### src/rtl/ram_port_a_arbiter.sv
// ---------------------------------------------------------------------------
// ram_port_a_arbiter
//
// Shares the write-capable port A of a ram_DxW_rrw_p1p1 instance between two
// requesters. Each requester has a valid/ready handshake. Simultaneous
// requests are resolved round-robin. Reads return one cycle after
// acceptance. Port B of the RAM is not touched by this block.
//
// Optional feature (macro RAM_ARB_INIT_CLEAR_EN):
//   When the macro is defined, the arbiter zero-fills the whole RAM after
//   reset, writing one word per cycle. Requests are accepted only after the
//   fill is complete. In the default build (macro undefined), the arbiter
//   accepts requests right after reset and leaves the RAM contents untouched.
//
// Ports:
//   clock, reset                 single clock, synchronous active-high reset
//   reqN_valid / reqN_ready      request handshake for requester N (0/1)
//   reqN_wr, reqN_addr, reqN_wdata
//                                access type (1 = write), word address and
//                                write data
//   reqN_rsp_valid, reqN_rdata   read response, one cycle after acceptance
//   ram_address_a, ram_wren_a, ram_data_a
//                                drive to the RAM port A
//   ram_q_a                      registered read data from the RAM port A
//   init_done                    high while the arbiter accepts requests
// ---------------------------------------------------------------------------
module ram_port_a_arbiter #(
  parameter  int DEPTH      = 4096,
  parameter  int WIDTH      = 8,
  localparam int DEPTH_BITS = $clog2(DEPTH)
) (
  input  logic                  clock,
  input  logic                  reset,

  input  logic                  req0_valid,
  output logic                  req0_ready,
  input  logic                  req0_wr,
  input  logic [DEPTH_BITS-1:0] req0_addr,
  input  logic [WIDTH-1:0]      req0_wdata,
  output logic                  req0_rsp_valid,
  output logic [WIDTH-1:0]      req0_rdata,

  input  logic                  req1_valid,
  output logic                  req1_ready,
  input  logic                  req1_wr,
  input  logic [DEPTH_BITS-1:0] req1_addr,
  input  logic [WIDTH-1:0]      req1_wdata,
  output logic                  req1_rsp_valid,
  output logic [WIDTH-1:0]      req1_rdata,

  output logic [DEPTH_BITS-1:0] ram_address_a,
  output logic                  ram_wren_a,
  output logic [WIDTH-1:0]      ram_data_a,
  input  logic [WIDTH-1:0]      ram_q_a,

  output logic                  init_done
);

  typedef enum logic {
    INIT,
    RUN
  } state_t;

`ifdef RAM_ARB_INIT_CLEAR_EN
  localparam state_t RESET_STATE = INIT;
`else
  localparam state_t RESET_STATE = RUN;
`endif

  state_t state;
  state_t state_next;

  // The last_grant register holds the index of the requester that won most
  // recently. On a conflict, the other requester is favoured.
  logic last_grant;
  logic grant_valid;
  logic grant_sel;

  logic rsp0_pending;
  logic rsp1_pending;

`ifdef RAM_ARB_INIT_CLEAR_EN
  logic [DEPTH_BITS-1:0] clear_addr;
`endif

  // State register
  always_ff @(posedge clock) begin
    if (reset) begin
      state <= RESET_STATE;
    end else begin
      state <= state_next;
    end
  end

  // Next-state logic: INIT runs until the last word has been cleared.
  // RUN is left only through reset.
  always_comb begin
    state_next = state;
`ifdef RAM_ARB_INIT_CLEAR_EN
    if (state == INIT && clear_addr == DEPTH_BITS'(DEPTH - 1)) begin
      state_next = RUN;
    end
`endif
  end

`ifdef RAM_ARB_INIT_CLEAR_EN
  // The clear address restarts from zero on every reset, including a
  // reset that arrives partway through a fill.
  always_ff @(posedge clock) begin
    if (reset) begin
      clear_addr <= '0;
    end else if (state == INIT) begin
      clear_addr <= clear_addr + 1'b1;
    end
  end
`endif

  // Output logic: arbitration, handshake, and RAM drive.
  // Gating with !reset ensures that nothing transfers in a reset cycle.
  // In particular, a write presented during reset never reaches the RAM.
  always_comb begin
    grant_valid = 1'b0;
    grant_sel   = 1'b0;
    if (state == RUN && !reset) begin
      if (req0_valid && req1_valid) begin
        grant_valid = 1'b1;
        grant_sel   = ~last_grant;
      end else if (req0_valid) begin
        grant_valid = 1'b1;
        grant_sel   = 1'b0;
      end else if (req1_valid) begin
        grant_valid = 1'b1;
        grant_sel   = 1'b1;
      end
    end

    req0_ready    = grant_valid && !grant_sel;
    req1_ready    = grant_valid && grant_sel;
    ram_address_a = grant_sel ? req1_addr  : req0_addr;
    ram_data_a    = grant_sel ? req1_wdata : req0_wdata;
    ram_wren_a    = grant_valid && (grant_sel ? req1_wr : req0_wr);
    init_done     = (state == RUN) && !reset;

`ifdef RAM_ARB_INIT_CLEAR_EN
    if (state == INIT) begin
      ram_address_a = clear_addr;
      ram_data_a    = '0;
      ram_wren_a    = !reset;
    end
`endif
  end

  // Round-robin pointer and read-response pipeline. The RAM registers its
  // read data, so the response pulse is the accepted read delayed by one
  // cycle. Reset discards any pending response.
  always_ff @(posedge clock) begin
    if (reset) begin
      last_grant   <= 1'b1;
      rsp0_pending <= 1'b0;
      rsp1_pending <= 1'b0;
    end else begin
      if (grant_valid) begin
        last_grant <= grant_sel;
      end
      rsp0_pending <= req0_ready && !req0_wr;
      rsp1_pending <= req1_ready && !req1_wr;
    end
  end

  assign req0_rsp_valid = rsp0_pending;
  assign req1_rsp_valid = rsp1_pending;
  assign req0_rdata     = ram_q_a;
  assign req1_rdata     = ram_q_a;

endmodule

### config.mk
export PLATFORM = sky130hd
export DESIGN_NAME = ram_port_a_arbiter
export DESIGN_NICKNAME = d
export VERILOG_FILES = /design/src/rtl/ram_port_a_arbiter.sv
export SDC_FILE = /design/constraint.sdc
export NUM_CORES = 1
export LEC_CHECK = 0
export ABC_AREA = 1
export BUFFER_PORTS_ARGS = -buffer_cell sky130_fd_sc_hd__buf_2
export CAP_MARGIN = 20
export CELL_PAD_IN_SITES_DETAIL_PLACEMENT = 1
export CELL_PAD_IN_SITES_GLOBAL_PLACEMENT = 1
export CORE_ASPECT_RATIO = 1.2
export CORE_MARGIN = 2
export CORE_UTILIZATION = 13
export DETAILED_ROUTE_END_ITERATION = 12
export PLACE_DENSITY = 0.84
export SYNTH_ARGS = -nofsm -noshare
export SYNTH_HDL_FRONTEND = slang
export SYNTH_SLANG_ARGS = --single-unit
### constraint.sdc
create_clock -name clock -period 1.2 [get_ports clock]
set_clock_uncertainty 0.15 [all_clocks]
set_input_delay 0.18 -clock clock [delete_from_list [all_inputs] [get_ports clock]]
set_output_delay 0.18 -clock clock [all_outputs]
set_load 0.05 [all_outputs]
==> results of run 1 <==
-- per-layer routing --
metal	GRT usage, %	wire length, um	vias up
met3	2.46	224	5
met1	8.11	760	385
met4	4.02	31	0
met5	0	0	-
li1	-	-	415
met2	22.0	1690	51
-- repair_timing --
item	in CTS	in global routing
setup endpoints to repair	23	23
gates resized for setup	70	38
gates cloned	0	3
pin swaps	0	1
-- placed cells by master, fill, tap and decap left out, drive strengths merged --
cell and count:
clkbuf 6, inv 6, nand3 1, o21ai 1, dfxtp 3, nand2 65
buf 79, a21oi 1, nor2 5
-- logic make-up (layout without fill, tap and decap cells) --
| family | after synthesis | count (layout) | share of synthesized area [%] |
|---|---|---|---|
| AOI/OAI and AO/OA | 2 | 2 | 1.91 |
| buffers and inverters | 26 | 91 | 33.5 |
| and+or+nand+nor | 71 | 71 | 53.1 |
| DFF | 3 | 3 | 11.5 |
-- stage by stage --
stage	setup slack (ns)	std cells	util, %
floorplan	-0.0646	102	-
global placement	-0.259	214	26.4
detailed placement	-0.289	214	26.4
CTS	-0.376	218	33.5
global route	-0.384	221	38.4
finish	-0.338	221	38.4
-- report_power, final --
group | switching, W | internal [W] | total (W)
registers | 0.00000317 | 0.000107 | 0.000110
logic | 0.000468 | 0.000333 | 0.000801
clock network | 0.0000632 | 0.000226 | 0.000289
total | 0.000534 | 0.000666 | 0.00120
-- flip-flops by register name, summed over array words and instances (netlist names) --
register / flops
last_grant: 1
req0_rsp_valid: 1
req1_rsp_valid: 1
-- worst paths after layout --
path / startpoint / end / slack, ns / cells past startpoint
hold / removal: req0_wr / req0_rsp_valid / 0.02 / 2
setup / recovery: last_grant / ram_address_a[10] / -0.34 / 7
setup reg to reg: last_grant / req1_rsp_valid / 0.16 / 5
hold reg to reg: last_grant / last_grant / 0.37 / 2
-- Yosys cell counts --
library cell  instances  area, um^2
inv_2                 2        7.51
nand3_1               1        5.00
buf_6                 2        22.5
o21ai_0               1        5.00
inv_1                 4        15.0
buf_2                 2        10.0
nor2_4                1        11.3
nand2_1              64         240
nor2_1                4        15.0
a21oi_1               1        5.00
nand2_2               1        6.26
dfxtp_1               3        60.1
buf_4                16         120
-- cell type report --
class                      count  area, um^2  area share, %
sequential                     3        61.3           4.08
multi-input combinational     73         576           38.3
timing repair buffer          81         723           48.1
inverter                       6        30.0           2.00
tap                           54        67.6           4.50
clock buffer                   4        45.0           3.00
==> results.cfg, run 1 <==
[worst_setup_path]
setup.worst_path.start_class = register
crit_required_ns = 0.87
crit_type = reg -> out
cp_top_family = buffers and inverters
slowest_delay_ns = 0.32
path_common_cell = nand2_4
endpoint_kind = primary output
critPathBufInv = 3
path_max_fanout = 5
cp.arrival_ns = 1.21
cp_slowest_cell = dfxtp_2
worstPathCellList = nand2_4 -> nand2_8 -> inv_8 -> clkbuf_16 -> nand2_2 -> nand2_4 -> buf_8

[detailed_routing]
avgViaCountPerCell = 3.87
firstDrtPassIters = 2
ant_nets = 0
drc = 0
vias = 856
dr.first_iter.drc_count = 9
wirelength_mm = 2.71
wl_per_cell_um = 12.3

[cts]
cts_root_buf = clkbuf_8
cts_sinks = 3
cts.clk_slew.worst_paths_ns = 0.03
htree_levels = 1
cts_tree = built
cts_inserted_buffers = 3
clk_latency_ns = 0.21
postCtsSetupBuffers = 0
clockBufferDepth = 2
cts_hold_buf = 0

[global_routing]
track_usage_pct = 10.3
grt_max_degree = 22
grt_pass1_wl_mm = 3.51
grt_remaining_overflow = 0
antenna_found_initial = 0
grt_pass1_vias = 907

[power_and_ir_drop]
p_leak_nw = 0.828
p_per_area_nw_per_um2 = 799
ir_drop_v = 0.000270
power_w = 0.00120

[floorplan]
chipWidth_um = 61.9
dieArea_um2 = 4550
start_util_pct = 13.4
core_area_um2 = 3910
row_count = 25
boundaryPins = 96
dieHeight_um = 73.5

[yosys]
synth_cells = 102
syn-cell-area_um2 = 523
avgSynthCellArea_um2 = 5.13
syn-num-nets = 156
ys_seq_area_share_pct = 11.5
ys_warn_count = 0
ys_types = 13
ys_seq_elements = 3

[placed_design]
post_dp_cell_area_um2 = 1030
port_buffers = 71
routabilityCongestion = 0.679
dp_hpwl_mm = 1.80

[timing]
whs_ns = 0.0187
setup_ws_ns = -0.338
fmax_ghz = 0.650
finalCritPeriodShare_pct = 128
rsz0062_at_grt = yes
drv_slew = 0
setup_violations = 23
period_minus_slack_ns = 1.54
tightest_slew_ns = 0.254
slew_headroom_pct = 83.2
fin_tns_setup_ns = -7.18
hold_violations = 0

[run_status]
status = finished, violations left
violations = setup timing

[layout]
fillerInstances = 478
design_area_um2 = 1500
n_antenna_cell = 0
area_delta_synth_final_pct = 187
drive_gt1_share_pct = 80.8
fin_nets = 222

[min_path]
hp-class = in -> reg

[job]
cap_viol_max_count = 0
No activity file was read; power rests on OpenSTA's default activity.
==> run 2: changes to the inputs <==
- PLACE_DENSITY: 0.84 -> 0.8
==> run 2 against run 1 <==
The run still ends with setup timing left. Largest cell class unchanged. Worst hold slack improved by 0.014 ns. Core utilization increased by 1.0 points. Non-clock buffer count increased by 2.
==> results.cfg, run 2 (synthesis gave the netlist of run 1 again) <==
[global_routing]
grt_pass1_vias = 887
antenna_found_initial = 0
grt_remaining_overflow = 0
grt_pass1_wl_mm = 3.49
track_usage_pct = 10.4
grt_max_degree = 22

[layout]
design_area_um2 = 1540
drive_gt1_share_pct = 83.4
regArea_um2 = 61.3
fin_nets = 224
fillerInstances = 481
area_delta_synth_final_pct = 195
multi_input_area_um2 = 599
utilization_pct = 39.5
n_antenna_cell = 0
final_common_cell = buf_2
final_cell_mix = 48 x buf_2, 33 x nand2_4, 23 x buf_8

[worst_setup_path]
cp.arrival_ns = 1.23
cp_slowest_cell = dfxtp_2
path_common_cell = nand2_4
crit_required_ns = 0.87
path_max_fanout = 5
worstPathCellList = nand2_2 -> nand2_4 -> inv_8 -> clkbuf_16 -> nand2_4 -> nand2_4 -> buf_8
slowest_delay_ns = 0.33
crit_type = reg -> out
startpoint = last_grant
endpoint_kind = primary output
rr_startpoint = last_grant
setup.worst_path.start_class = register

[detailed_routing]
ant_nets = 0
avgViaCountPerCell = 3.84
wl_per_cell_um = 12.1
dr.first_iter.drc_count = 4
firstDrtPassIters = 2
vias = 857
drc = 0
wirelength_mm = 2.71

[power_and_ir_drop]
p_per_area_nw_per_um2 = 797
power_w = 0.00123
p_leak_nw = 0.849
ir_drop_v = 0.000288

[cts]
cts_sinks = 3
clockBufferDepth = 2
cts_hold_buf = 0
cts_tree = built
htree_levels = 1
clk_latency_ns = 0.22
cts_root_buf = clkbuf_8
cts_inserted_buffers = 3
cts.clk_slew.worst_paths_ns = 0.03

[floorplan]
dieHeight_um = 73.5
chipWidth_um = 61.9
dieArea_um2 = 4550
start_util_pct = 13.4
boundaryPins = 96
row_count = 25
core_area_um2 = 3910

[timing]
drv_slew = 0
finalCritPeriodShare_pct = 130
setup_ws_ns = -0.365
tightest_slew_ns = 0.359
period_minus_slack_ns = 1.56
hold_violations = 0
fmax_ghz = 0.639
rsz0062_at_grt = yes
setup_violations = 24
slew_headroom_pct = 76.0

[placed_design]
post_dp_cell_area_um2 = 1030
place_ws_ns = -0.286
dp_hpwl_mm = 1.82
port_buffers = 71
routabilityCongestion = 0.633

[run_status]
violations = setup timing
status = finished, violations left

[min_path]
hp-class = in -> reg
holdCritStartpoint = req0_wr

[job]
cap_viol_max_count = 0
## run 2: repair_timing
| action | in CTS | in global routing |
|---|---|---|
| buffers inserted | 2 | 1 |
| pin swaps | 2 | 9 |
| resized for setup | 69 | 47 |
| setup endpoints to repair | 23 | 25 |
| gates cloned | 0 | 3 |
## run 2: layout make-up
class / instances / area share, %
Timing Repair Buffer: 83 / 47.9
Sequential cell: 3 / 3.97
Inverter: 6 / 1.95
Clock buffer: 4 / 2.92
Multi-Input combinational cell: 73 / 38.8
Tap cell: 54 / 4.38
## run 2: metal layers
layer	wire length [um]	track usage, %
met5	0	0
met4	12	2.84
met3	208	2.99
met2	1610	22.8
met1	876	8.00
## run 2: through the flow
stage | hold WS, ns | std cells | TNS, ns
after CTS | 0.00893 | 220 | -8.41
after global placement | 0.211 | 214 | -5.48
final | 0.0329 | 223 | -7.93
after global routing | 0.0454 | 223 | -8.94
after detailed placement | 0.211 | 214 | -5.89
after floorplan | 0.102 | 102 | -0.686
## run 2: power breakdown
group          internal [W]  switching (W)
Sequential         0.000106     0.00000266
Combinational      0.000344       0.000474
Clock              0.000227      0.0000756
Total              0.000677       0.000552
## run 2: critical path, delay by kind of cell, from the launching register on
family | cells | cell delay [ns]
flip-flops | 1 | 0.33
AND/OR/NAND/NOR | 4 | 0.32
buffers and inverters | 3 | 0.36
## run 2: path summary, 6_finish.rpt
check | endpoint | slack, ns | depth (start not counted)
setup reg to reg | req1_rsp_valid | -0.06 | 7
hold reg to reg | last_grant | 0.36 | 2
hold / removal | req0_rsp_valid | 0.03 | 2
setup / recovery | ram_address_a[6] | -0.36 | 7
